### src/rtl/sprite_pkg.sv
// Shared geometry, enums and address-width derivation for the sprite fetch path.
package sprite_pkg;
  localparam int SPR_W   = 16;  // sprite width, power of 2
  localparam int SPR_H   = 16;  // sprite height, power of 2
  localparam int FRAMES  = 2;   // animation frames per direction, power of 2
  localparam int ADDR_W  = $clog2(4 * FRAMES * SPR_W * SPR_H);
  localparam int FRAME_W = (FRAMES > 1) ? $clog2(FRAMES) : 1;

  typedef enum logic [1:0] {DIR_DOWN, DIR_UP, DIR_LEFT, DIR_RIGHT} dir_t;
  typedef enum logic {IDLE, WALK} anim_state_t;
endpackage

### src/rtl/sprite_anim_ctrl.sv
// Walk-animation sequencer: latches direction and steps the animation frame,
// touching state only on frame_start so everything is stable through scanout.
module sprite_anim_ctrl
  import sprite_pkg::*;
#(
  parameter int ANIM_DIV = 8  // frame_start pulses per animation step, 1..255
) (
  input  logic               Clk,
  input  logic               Reset_n,
  input  logic               frame_start,
  input  logic               moving,
  input  dir_t               dir,
  output logic [FRAME_W-1:0] frame,
  output dir_t               dir_q
);

  anim_state_t        state_q, state_d;
  logic [7:0]         cnt_q, cnt_d;
  logic [FRAME_W-1:0] frame_q, frame_d;
  dir_t               dir_hold_q, dir_hold_d;

  // Next state: nothing moves unless this is a frame_start cycle.
  always_comb begin
    state_d    = state_q;
    cnt_d      = cnt_q;
    frame_d    = frame_q;
    dir_hold_d = dir_hold_q;
    if (frame_start) begin
      dir_hold_d = dir;
      case (state_q)
        IDLE: begin
          cnt_d   = '0;
          frame_d = '0;
          if (moving) state_d = WALK;
        end
        WALK: begin
          if (!moving) begin
            state_d = IDLE;
            cnt_d   = '0;
            frame_d = '0;
          end else if (cnt_q == 8'(ANIM_DIV - 1)) begin
            cnt_d   = '0;
            frame_d = (frame_q == FRAME_W'(FRAMES - 1)) ? '0 : frame_q + 1'b1;
          end else begin
            cnt_d = cnt_q + 8'd1;
          end
        end
        default: state_d = IDLE;
      endcase
    end
  end

  // State registers.
  always_ff @(posedge Clk or negedge Reset_n) begin
    if (!Reset_n) begin
      state_q    <= IDLE;
      cnt_q      <= '0;
      frame_q    <= '0;
      dir_hold_q <= DIR_DOWN;
    end else begin
      state_q    <= state_d;
      cnt_q      <= cnt_d;
      frame_q    <= frame_d;
      dir_hold_q <= dir_hold_d;
    end
  end

  assign frame = frame_q;
  assign dir_q = dir_hold_q;

endmodule

### src/rtl/sprite_index_fetch.sv
// Per-pixel sprite fetch: hit test, ROM address, ROM wait, palette index.
// Fixed 3-cycle latency from DrawX/DrawY to pix_index/pix_on, never stalls.
module sprite_index_fetch
  import sprite_pkg::*;
#(
  parameter int         ANIM_DIV   = 8,
  parameter logic [3:0] TRANSP_IDX = 4'd0
) (
  input  logic              Clk,
  input  logic              Reset_n,
  input  logic              frame_start,
  input  logic [9:0]        DrawX,
  input  logic [9:0]        DrawY,
  input  logic [9:0]        spr_x,
  input  logic [9:0]        spr_y,
  input  logic [1:0]        dir,
  input  logic              moving,
  output logic [ADDR_W-1:0] rom_addr,
  input  logic [3:0]        rom_q,
  output logic [3:0]        pix_index,
  output logic              pix_on
);

  logic [FRAME_W-1:0] frame;
  dir_t               dir_q;

  sprite_anim_ctrl #(.ANIM_DIV(ANIM_DIV)) u_anim (
    .Clk         (Clk),
    .Reset_n     (Reset_n),
    .frame_start (frame_start),
    .moving      (moving),
    .dir         (dir_t'(dir)),
    .frame       (frame),
    .dir_q       (dir_q)
  );

  // Stage 0: offsets wrap mod 1024, so the >= compares reject wrapped hits
  // and a sprite hanging off the right/bottom edge is simply clipped.
  logic [9:0]        relx, rely;
  logic              hit;
  logic [ADDR_W-1:0] addr_d;

  assign relx = DrawX - spr_x;
  assign rely = DrawY - spr_y;
  assign hit  = (DrawX >= spr_x) && (relx < 10'(SPR_W)) &&
                (DrawY >= spr_y) && (rely < 10'(SPR_H));
  assign addr_d = ADDR_W'(((32'(dir_q) * 32'(FRAMES) + 32'(frame)) * 32'(SPR_H)
                           + 32'(rely)) * 32'(SPR_W) + 32'(relx));

  logic [ADDR_W-1:0] rom_addr_q;
  logic [1:0]        hit_pipe_q;   // [0] aligned with rom_addr, [1] with rom_q
  logic [3:0]        pix_index_q;
  logic              pix_on_q;

  // Pipeline: address on a hit (held on a miss), hit flag follows the ROM read.
  always_ff @(posedge Clk or negedge Reset_n) begin
    if (!Reset_n) begin
      rom_addr_q  <= '0;
      hit_pipe_q  <= '0;
      pix_index_q <= '0;
      pix_on_q    <= 1'b0;
    end else begin
      if (hit) rom_addr_q <= addr_d;
      hit_pipe_q  <= {hit_pipe_q[0], hit};
      pix_index_q <= hit_pipe_q[1] ? rom_q : TRANSP_IDX;
      pix_on_q    <= hit_pipe_q[1] && (rom_q != TRANSP_IDX);
    end
  end

  assign rom_addr  = rom_addr_q;
  assign pix_index = pix_index_q;
  assign pix_on    = pix_on_q;

endmodule
### config.mk
export PLATFORM = sky130hd
export DESIGN_NAME = sprite_index_fetch
export DESIGN_NICKNAME = d
export VERILOG_FILES = /design/src/rtl/sprite_pkg.sv /design/src/rtl/sprite_anim_ctrl.sv /design/src/rtl/sprite_index_fetch.sv
export SDC_FILE = /design/constraint.sdc
export NUM_CORES = 1
export LEC_CHECK = 0
export BUFFER_PORTS_ARGS = -buffer_cell sky130_fd_sc_hd__buf_2
export CAP_MARGIN = 20
export CORE_MARGIN = 1.5
export CORE_UTILIZATION = 48
export DETAILED_ROUTE_END_ITERATION = 10
export PLACE_DENSITY_LB_ADDON = 0.2
export SETUP_SLACK_MARGIN = 0.5
export SLEW_MARGIN = 10
export SYNTH_ARGS = -nofsm -noshare
export SYNTH_HDL_FRONTEND = slang
export SYNTH_HIERARCHICAL = 1
export SYNTH_SLANG_ARGS = --single-unit
### constraint.sdc
create_clock -name Clk -period 2.85 [get_ports Clk]
set_input_delay 0.285 -clock Clk [delete_from_list [all_inputs] [get_ports Clk]]
set_output_delay 0.285 -clock Clk [all_outputs]
set_load 0.01 [all_outputs]
# Word level (Yosys, flattened, before mapping)

Cells that the tools add are included.

Register bits after elaboration: 30
Bits of input ports: 50
Output and inout port bits: 16
Logic and storage cells: 37

$add $sub $neg: 7
$lt $le $gt $ge: 4
Eq/ne operators: 2
Muxes and demuxes: 9
Bitwise gates (word level): 1
Reduce and logical (&&, ||, !) cells: 6

Operators by type and width:

| operator              | count |
|---|---|
| $ge A10 B10 Y1        | 2 |
| $lt A10 B5 Y1 const B | 2 |
| $sub A10 B10 Y10      | 2 |
| $mux W8               | 2 |
| $pmux W8 S2           | 1 |
| $add A11 B10 Y11      | 1 |
| $add A8 B1 Y8 const B | 1 |
| $eq A8 B3 Y1 const B  | 1 |
| $add A7 B7 Y7         | 1 |
| $logic_and A1 B1 Y1   | 4 |
| $mux W1               | 4 |
| $mux W4               | 1 |
| $reduce_bool A4 Y1    | 1 |
| $add A3 B1 Y3         | 1 |
| $ne A3 B3 Y1 const B  | 1 |
| $pmux W1 S2           | 1 |
| $reduce_and A2 Y1     | 1 |
| $add A1 B1 Y1 const B | 1 |
| $not A1 Y1            | 1 |

# Depth between registers and ports, before layout

Gate-level depths: netlist (run 1).

Depth after elaboration: 5
Depth in mapped cells: 17
Mapped depth without buffers: 17

# Modules after synthesis

Netlist (run 1), hierarchy kept.

By module, submodules not included:

| module             | times used | cells an instance | area each (um2) |
|---|---|---|---|
| sprite_index_fetch | 1          | 202               | 1,903.1 |
| sprite_anim_ctrl   | 1          | 53                | 590.6 |

# Worst setup path after synthesis (run 1)

Ideal clock, no wire load.

Path kind: input port to flip-flop
From: in DrawX[0]
To: reg rom_addr_q[10] (netlist: rom_addr[10])
Arrival: 3.057 ns
Required time: 2.722 ns
Slack: -0.334 ns
Stages on the path: 16
Path buffers: 0
Cell sequence: inv_1 > ha_1 > inv_1 > fa_1 > a211oi_2 > nor3b_1 > or4_1 > a31oi_2 > xnor2_1 > ha_1 > inv_1 > o21bai_1 > a21oi_1 > xnor2_1 > xnor2_1 > mux2_1

Cells in the longest elaborated chain, start to end: 5

Ends and longest elaborated chain:

| what                              | line                     | text |
|---|---|---|
| from (decl)                       | sprite_index_fetch.sv:12 | `input logic [9:0] DrawX,` |
| $sub A10 B10 Y10                  | sprite_index_fetch.sv:43 | `assign relx = DrawX - spr_x;` |
| $lt A10 B5 Y1                     | sprite_index_fetch.sv:45 | `assign hit = (DrawX >= spr_x) && (relx < 10'(SPR_W)) &&` |
| $logic_and A1 B1 Y1 (2 in series) | sprite_index_fetch.sv:45 |  |
| $logic_and A1 B1 Y1               | sprite_index_fetch.sv:46 | `(DrawY >= spr_y) && (rely < 10'(SPR_H));` |
| to (signal assigned)              | sprite_index_fetch.sv:63 | `if (hit) rom_addr_q <= addr_d;` |
| to (decl)                         | sprite_index_fetch.sv:50 | `logic [ADDR_W-1:0] rom_addr_q;` |

Parallel ways exist; a longest one is shown, timed or not.
A chain may end at the register's enable or synchronous reset.

# Worst setup path after layout (run 1)

Same ends and word-level chain as after synthesis.

==> summary.md, run 1 <==
| Metric | Value |
|---|---|
| Area growth, synth to finish | `38.2%` |
| Row cnt | `26` |
| Endpoints failing setup | `11` |
| Peak VDD IR | `0.253 mV` |
| DP HPWL | `4170 um` |
| DR vias/cell | `5.04` |
| Number of global-route vias before repair | `1920` |
| Final hold vios | `0` |
| Cell variety after synth | `54` |
| Unrepaired setup endpoints after global routing | `yes` |
| Vias | `2178` |
| Post-synthesis xor/xnor area fraction | `under 10%` |
| Gpl congestion | `around 0.8` |
| Core outline area | `0.00504 mm^2` |
| Final instance area | `roughly 0.0034 mm^2` |
| Cells after DPL | `419` |
| GRT overflow | `0` |
| CTS tree | `yes` |
| Worst r2r src | `u_anim/frame` |
| Final hold slack | `0.0261 ns` |
| Worst-Margin Slew | `0.797 ns` |
| Initial antenna violation count | `0` |
| Sink Count | `30` |
| Fin util | `68.3%` |
| Sequential element share of the synthesized area | `30.1%` |
| Fmax | `around 330 MHz` |
| Port bufs | `65` |
| Crit path launch type | `input pin` |
| Layout cell share with drive strength beyond 1 | `a little over two fifths` |
| Die Width | `75.1 um` |
| Post-synthesis mux area share | `8.73%` |
| Wire length on met2 | `2700 um` |
| Most frequent CP cell | `xnor2_1` |
| Post-synth EDFFs | `0` |
| Power consumption | `between 1.5 and 2 mW` |
| Drt pass-1 iters | `4` |
| Final WL | `5290 um` |
| Buf/Inv on CP | `3` |
| Final #Nets | `444` |
| Worst setup startpoint | `DrawX[0]` |
| Final Max Tran Viols | `0` |
| DIE HEIGHT | `75.1 um` |
| Relative slew slack | `45.5%` |
| Clk buf depth | `2` |
| Post-synthesis instance total | `255` |
| Post-Place Cell Area | `0.00318 mm^2` |
| Max-Cap Viols | `0` |
| Worst Path Required | `3.02 ns` |
| Critical path endpoint category | `flop` |
| Largest net degree at the start of global routing | `31` |
| Worst Path Max Fanout | `2` |
| Setup WS post-layout | `-0.156 ns` |
| Average routed wire per standard cell | `12.2 um` |
| DRC viols | `0` |
| Avg Cell Area, Syn | `9.78 um^2` |
| Primary FF master, synth | `dfrtp_1` |
| Root buf cell | `clkbuf_8` |
| Largest family of logic cells by synthesized area | `adder cells` |
| Ports | `66` |
| Most common cell after layout, fill and taps aside | `buf_2` |
| Outcome | `complete, but fails checks` |
| Worst Path Arrival | `3.17 ns` |
| Hold_buf cts | `0` |
| Routed wire length on met3 | `176 um` |
| Met1 WL | `around 2400 um` |
| Crit-path cells | `buf_8 -> inv_12 -> ha_4 -> inv_2 -> fa_2 -> a211oi_4 -> nor3b_2 -> o21a_1 -> nor2_2 -> xnor2_2 -> ha_1 -> a21o_1 -> a21oi_2 -> o21bai_1 -> a21oi_1 -> xnor2_1 -> xnor2_1 -> mux2_4` |
| Clock Skews | `0.00125 ns` |
| Worst setup path class | `input pin to flop` |
| Failing checks | `setup timing` |
| TritonCTS Buffers | `5` |
| Top delay family on crit path | `compound AO/OA/AOI/OAI gates` |
| Die area | `0.00564 mm^2` |
| GRT Total Usage | `19.5%` |
| Flops & latches, synth | `30` |
| N_diodes | `0` |
| First-pass GRT wire length | `8340 um` |
| Register-to-register setup slack | `0.65 ns` |
| Critical path's largest stage delay | `between 0.3 and 0.4 ns` |
| Compound-Gate Fraction of Synth Area | `13.7%` |
| Simple-Gate Fraction of Synth Area | `16.0%` |
| Post-synthesis cell area | `roughly 0.0025 mm^2` |
| Post-synthesis adder-cell area fraction | `approximately 18%` |
| Net Count, Synth | `between 300 and 400` |
| Fin cells | `about 430` |
| Hold crit path type | `input pin to asynchronous set/reset pin` |
| Min Tclk post-route | `roughly 3 ns` |
| Place WS | `-0.495 ns` |
| Starting Density | `49.5%` |
| Leak | `1.82 nW` |
| Clock latency on the worst-skew pair | `0.28 ns` |
| H-tree levels | `2` |
| Cell Pwr Density | `441 mW/mm^2` |
| Antenna Nets Post-Route | `0` |
| CTS clock-pin slew for the worst setup and hold paths | `approximately 0.070 ns` |
| Warnings, synthesis | `6` |
| Slowest-stage cell, CP | `fa_2` |
| Top Metal Used | `met4` |
| Setup TNS | `-0.873 ns` |
| Ys async rst share | `100%` |
| DR iter-0 viols | `49` |
| Final worst-path cycle share | `105%` |
| Most frequent cells in the layout | `64 x buf_2, 34 x buf_4, 32 x inv_1` |
## path summary, 6_finish.rpt
kind	endpoint	cells after the start
max	rom_addr[10]	18
min	u_anim/cnt_q[0]	1
max reg2reg	rom_addr[10]	9
min reg2reg	hit_pipe_q[1]	0
max in group asynchronous	rom_addr[3]	1
min in group Clk	pix_index[2]	2
## kinds of logic after synthesis
group,Yosys count
buffers and inverters,38
adder cells (fa/ha/maj),33
flip-flops,30
multiplexers,17
AND/OR/NAND/NOR,62
AO/OA/AOI/OAI,53
XOR/XNOR,22
## timing repair
action                     CTS  global route
setup endpoints to repair   12            12
setup buffers                1             3
pin swaps                    0             4
gates resized for setup     12            10
gates cloned                 1             0
## state kept, by name (all words and copies together) (netlist names)
name,count
hit_pipe_q,2
u_anim/state_q,1
u_anim/frame,1
u_anim/cnt_q,8
u_anim/dir_q,2
pix_on,1
pix_index,4
rom_addr,11
## routing by layer
metal / GRT usage (%) / vias up
met5: 0 / -
met4: 4.85 / 0
met3: 4.15 / 2
met2: 33.5 / 46
met1: 24.9 / 1022
li1: - / 1108
## report_power, final
group	total, mW	switching (mW)	internal, mW	leakage, nW
logic	0.654	0.307	0.347	1.37
clock network	0.425	0.166	0.260	0.0504
registers	0.440	0.00654	0.433	0.406
## cells in the mapped netlist, types with 3 or more instances
master	instances	share of area, %
and2_1	4	1.0
nor3_1	3	0.60
a21o_1	5	1.5
nand2_1	8	1.2
or4_1	3	0.90
xor2_1	11	3.9
o21ai_0	12	2.4
mux2_4	8	4.8
nand4_1	6	1.5
nand2b_1	5	1.3
nor2_1	10	1.5
inv_1	35	5.3
dfrtp_1	30	30
o21bai_1	3	0.90
a22oi_1	3	0.90
fa_1	4	3.2
mux2i_1	3	1.2
a21oi_1	17	3.4
nand3_1	4	0.80
ha_1	29	15
mux2_2	4	1.8
xnor2_1	11	3.9
## worst register-to-register path, cell delays in order, from the launching register on
cell and delay [ns]:
dfrtp_1 0.40, ha_1 0.16, inv_1 0.05, fa_1 0.47, inv_1 0.05, ha_1 0.30, a21oi_1 0.16, xnor2_1 0.15
xnor2_1 0.09, mux2_4 0.27
## layout make-up
class	count	area (um^2)
Multi-Input combinational cell	187	1700
Fill cell	405	1600
Sequential cell	30	751
Timing Repair Buffer	102	647
Inverter	35	144
Tap cell	70	87.6
Clock buffer	5	68.8
Clock inverter	3	45.0
(Power assumes the default switching activity.)
==> run 2: changes to the inputs <==
- CELL_PAD_IN_SITES_DETAIL_PLACEMENT: default -> 2
- CELL_PAD_IN_SITES_GLOBAL_PLACEMENT: default -> 2
- CORE_UTILIZATION: 48 -> 32
- REMOVE_ABC_BUFFERS: default -> 1
==> run 2 against run 1 <==
Compared with the run above:
- the flow still finishes with violations (setup timing)
- combinational power grew 12%
- routed wire length grew 45%
- non-clock buffer count increased by 10
- sequential power hardly changed
- sequential share of layout area down 0.49 points
- clock-buffer cell count increased by 3
- worst setup slack got worse by 0.18 ns
- utilization down 22 points
- final area up 2.3%
- flip-flop and latch count did not move
- power up 4.7%
- via count up 7.3%
==> summary.md, run 2 (synthesis gave the netlist of run 1 again) <==
| Metric | Value |
|---|---|
| H-tree levels | `2` |
| Average routed wire per standard cell | `16.1 um` |
| Min Tclk post-route | `3.18 ns` |
| Final instance area | `0.00352 mm^2` |
| Relative slew slack | `between 50% and 60%` |
| Max reg flops | `11` |
| Clock Skews | `0.00995 ns` |
| Max-Cap Viols | `0` |
| GRT Total Usage | `19.4%` |
| Vias | `between 2000 and 2500` |
| Starting Density | `approximately a third` |
| Power consumption | `1.59 mW` |
| Final #Nets | `454` |
| GRT overflow | `0` |
| Die Width | `around 91 um` |
| Hold crit path type | `input pin to asynchronous set/reset pin` |
| First-pass GRT wire length | `approximately 13000 um` |
| Sink Count | `30` |
| CTS tree | `yes` |
| Final hold vios | `0` |
| Outcome | `complete, but fails checks` |
| Antenna Nets Post-Route | `0` |
| Gpl congestion | `about 0.77` |
| Clock latency on the worst-skew pair | `0.29 ns` |
| Worst Path Required | `3.03 ns` |
| DIE HEIGHT | `~91 um` |
| Most common cell after layout, fill and taps aside | `buf_2` |
| Final worst-path cycle share | `112%` |
| DR iter-0 viols | `47` |
| Crit path launch type | `input pin` |
| Initial antenna violation count | `0` |
| N_diodes | `0` |
| Worst Path Arrival | `roughly 3.4 ns` |
| DR vias/cell | `4.93` |
| CTS clock-pin slew for the worst setup and hold paths | `roughly 0.07 ns` |
| Number of global-route vias before repair | `2645` |
| Root buf cell | `clkbuf_8` |
| Worst-Margin Slew | `0.699 ns` |
| DRC viols | `0` |
| Final WL | `7650 um` |
| Fill cells | `857` |
| Area growth, synth to finish | `41.3%` |
| Worst r2r src | `u_anim/frame` |
| Setup TNS | `-2.29 ns` |
| TritonCTS Buffers | `5` |
| Final Max Tran Viols | `0` |
| Peak VDD IR | `around 0.16 mV` |
| Place WS | `-0.709 ns` |
| Die area | `0.00833 mm^2` |
| Post-Place Cell Area | `0.00323 mm^2` |
| Endpoints failing setup | `12` |
| Row cnt | `32` |
| Worst Path Max Fanout | `2` |
| Fin cells | `474` |
| Final hold slack | `roughly 0.035 ns` |
| Cells after DPL | `roughly 460` |
| Setup WS post-layout | `-0.332 ns` |
| Critical path endpoint category | `flop` |
| Port bufs | `65` |
| Most frequent cells in the layout | `64 x buf_2, 44 x buf_4, 32 x inv_1` |
| Unrepaired setup endpoints after global routing | `yes` |
| DP HPWL | `5680 um` |
| Drt pass-1 iters | `4` |
| Fmax | `314 MHz` |
| Worst setup path class | `input pin to flop` |
| Largest net degree at the start of global routing | `31` |
| Clk buf depth | `2` |
| Failing checks | `setup timing` |
| Cell Pwr Density | `452 mW/mm^2` |
| Core outline area | `0.00765 mm^2` |
| Worst setup startpoint | `DrawX[0]` |
| Ports | `66` |
| Layout cell share with drive strength beyond 1 | `43.0%` |
| Fin util | `46.1%` |
| Leak | `roughly 1.9 nW` |
==> run 2: cell types whose count changed in the layout (fill, tap and decap cells not counted), moves of 2 or more <==
cell	delta
clkbuf_8	+3
inv_4	+2
clkinvlp_4	-2
buf_4	+10
==> run 2: power breakdown <==
group	total (mW)	switching [mW]	internal, mW
sequential	0.441	0.00721	0.433
clock	0.417	0.173	0.244
combinational	0.734	0.358	0.376
==> run 2: layout make-up <==
class / count / area, um^2 / share of cell area [%]
multi-input combinational: 187 / 1680 / 47.7
sequential: 30 / 751 / 21.3
timing repair buffer: 112 / 718 / 20.4
inverter: 35 / 136 / 3.87
tap: 102 / 128 / 3.62
clock buffer: 8 / 110 / 3.12
==> run 2: per-layer routing <==
metal	wire length, um	part of all wire (%)	vias up	track usage, %
li1	-	-	1127	-
met1	3170	42	1143	22.6
met2	4120	54	55	36.4
met3	223	2.9	11	2.76
met4	129	1.7	0	5.34
met5	0	0	-	0
==> run 2: final timing paths <==
check,endpoint,slack [ns],depth (start not counted)
setup / recovery,rom_addr[10],-0.33,17
hold / removal,rom_addr[4],0.04,1
max in group asynchronous,rom_addr[8],2.35,1
min in group Clk,u_anim/dir_q[0],0.23,2
setup reg to reg,rom_addr[10],0.61,9
hold reg to reg,hit_pipe_q[1],0.35,0
==> run 2: repair_timing <==
action | CTS | global route
pin swaps | 14 | 16
cloned | 1 | 0
gates resized for setup | 20 | 6
buffers inserted | 4 | 4
setup endpoints to repair | 12 | 12
hold buffers | 0 | 0
==> run 2: critical path, cell delays in order <==
cell and delay [ns]:
buf_6 0.10, inv_4 0.04, ha_4 0.12, inv_4 0.03, fa_2 0.36, a211oi_4 0.32, nor3b_2 0.10, or4_4 0.43
a31oi_4 0.24, xnor2_2 0.09, ha_1 0.32, inv_1 0.09, o21bai_1 0.09, a21oi_1 0.20, xnor2_1 0.16, xnor2_1 0.08
mux2_4 0.28
==> run 3: changes to the inputs <==
- CORE_UTILIZATION: 32 -> 33
- CTS_BUF_LIST: default -> sky130_fd_sc_hd__clkbuf_8
- clock period: 2.85 -> 3.4 ns (I/O delays scaled with it)
==> run 3 against run 2 <==
Compared with the run above:
- the run now ends clean
- final area is 4.3% lower
- critical path type unchanged
- clock-buffer cell count down 2
- die area fell by 2.9%
- critical path depth unchanged
- sequential share of layout area up 0.95 points
- register-to-register slack gained 0.45 ns
- utilization grew 0.19 points
- worst setup slack improved by 0.61 ns
- flip-flop and latch count stayed put
==> summary.md, run 3 (synthesis gave the netlist of run 1 again) <==
| Metric | Value |
|---|---|
| Starting Density | `34.2%` |
| Fin cells | `447` |
| Final Max Tran Viols | `0` |
| Antenna Nets Post-Route | `0` |
| Largest net degree at the start of global routing | `31` |
| Outcome | `completed` |
| Crit path launch type | `input pin` |
| Final instance area | `0.00337 mm^2` |
| Fmax | `321 MHz` |
| Core outline area | `0.00729 mm^2` |
| Final #Nets | `430` |
| Endpoints failing setup | `0` |
| Unrepaired setup endpoints after global routing | `yes` |
| Root buf cell | `clkbuf_8` |
| Worst Path Max Fanout | `2` |
| Die Width | `89.9 um` |
| Cell Pwr Density | `366 mW/mm^2` |
| Port bufs | `65` |
| Max reg flops | `11` |
| Cells after DPL | `432` |
| Gpl congestion | `~0.79` |
| Min Tclk post-route | `3.12 ns` |
| Final hold vios | `0` |
| Leak | `roughly 1.7 nW` |
| Vias | `2244` |
| Power consumption | `1.23 mW` |
| Grt met2 use | `38.3%` |
| Worst Path Required | `roughly 3.6 ns` |
| Clock Skews | `0.00426 ns` |
| Most common cell after layout, fill and taps aside | `buf_2` |
| Area growth, synth to finish | `35.3%` |
| Final WL | `7730 um` |
| GR Layer Usage met3 | `2.03%` |
| Layout cell share with drive strength beyond 1 | `39.9%` |
| Worst-Margin Slew | `approximately 0.83 ns` |
| Met1 GRT Util | `21.5%` |
| Clock latency on the worst-skew pair | `0.29 ns` |
| N_diodes | `0` |
| Die area | `0.00809 mm^2` |
| Max-Cap Viols | `0` |
| Initial antenna violation count | `0` |
| Clk buf depth | `2` |
| Seq. cell area | `approximately 750 um^2` |
| TritonCTS Buffers | `5` |
| Sink Count | `30` |
| Fill cells | `~830` |
| Most Crowded Layer GR | `met2` |
| Average routed wire per standard cell | `17.3 um` |
| CTS tree | `yes` |
| Most frequent cells in the layout | `63 x buf_2, 30 x inv_1, 30 x dfrtp_1` |
| Post-Place Cell Area | `0.00306 mm^2` |
| Peak VDD IR | `0.143 mV` |
| Hold crit path type | `input pin to asynchronous set/reset pin` |
| DP HPWL | `5610 um` |
| Ports | `66` |
| GRT overflow | `0` |
| GRT Total Usage | `19.3%` |
| DR vias/cell | `5.02` |
| Hold_buf cts | `0` |
| Row cnt | `31` |
| DIE HEIGHT | `about 90 um` |
| Relative slew slack | `42.9%` |
| H-tree levels | `2` |
| First-pass GRT wire length | `12500 um` |
| Area of the multi-input gates | `0.00172 mm^2` |
| Number of global-route vias before repair | `2537` |
| CTS clock-pin slew for the worst setup and hold paths | `0.06 ns` |
| Critical path endpoint category | `flop` |
| DRC viols | `0` |
| Final worst-path cycle share | `about nine tenths` |
| Worst setup path class | `input pin to flop` |
| DR iter-0 viols | `slightly above 60` |
| Worst Path Arrival | `3.29 ns` |
| Drt pass-1 iters | `4` |
-- run 3: cell count changes in the layout (fill, tap and decap cells not counted), moves of 2 or more --
cell and delta:
ha_4 +2, buf_4 -24, ha_1 -2, inv_1 -2, xor2_1 -2, clkbuf_8 -2
-- run 3: where the power goes --
group / total, mW / switching (mW) / internal [mW]
Clock: 0.306 / 0.144 / 0.162
Sequential: 0.369 / 0.00568 / 0.363
Combinational: 0.560 / 0.288 / 0.271
-- run 3: timing repair --
action	CTS	global route
setup endpoints to repair	11	12
gates resized for setup	22	13
pin swaps	7	0
gates cloned	1	0
buffers inserted	6	0
-- run 3: critical path, cell delays in order --
cell and delay [ns]:
buf_6 0.10, inv_4 0.05, ha_4 0.13, inv_4 0.03, fa_2 0.36, a211oi_4 0.24
nor2_1 0.09, xor2_1 0.16, ha_1 0.22, fa_1 0.41, a21o_1 0.21, a21oi_2 0.19
o21bai_1 0.11, a21oi_2 0.14, xnor2_1 0.14, xnor2_1 0.08, mux2_1 0.28
-- run 3: path summary, 6_finish.rpt --
path / start / end / slack (ns) / cells past startpoint
max in group asynchronous: Reset_n / u_anim/cnt_q[3] / 2.85 / 1
max: DrawX[0] / rom_addr[10] / 0.28 / 17
min: Reset_n / pix_index[2] / 0.09 / 1
min in group Clk: rom_q[0] / pix_index[0] / 0.29 / 2
min reg2reg: hit_pipe_q[0] / hit_pipe_q[1] / 0.36 / 0
max reg2reg: u_anim/frame / rom_addr[10] / 1.06 / 9
-- run 3: cell type report --
type	instances	share of cell area, %
multi-input cells	187	51.0
well taps	99	3.67
repair buffers	88	16.1
inverters	35	4.12
flip-flops and latches	30	22.2
clock buffers	6	2.45
clock inverters	2	0.371
-- run 3: metrics by stage --
step | worst slack, ns | setup TNS (ns) | hold WS, ns | util [%]
2_1_floorplan | 0.106 | 0 | 0.0444 | -
6_report | 0.281 | 0 | 0.0950 | 46.3
3_5_place_dp | -0.134 | -0.363 | 0.342 | 41.9
3_3_place_gp | -0.0148 | -0.0148 | 0.332 | 41.9
4_1_cts | 0.351 | 0 | 0.106 | 45.3
5_1_grt | 0.119 | 0 | 0.143 | 46.3
-- run 3: layer usage --
metal / wire, um / up-vias
met5: 0 / -
met4: 119 / 0
met3: 181 / 12
met2: 4390 / 38
met1: 3040 / 1116
li1: - / 1078
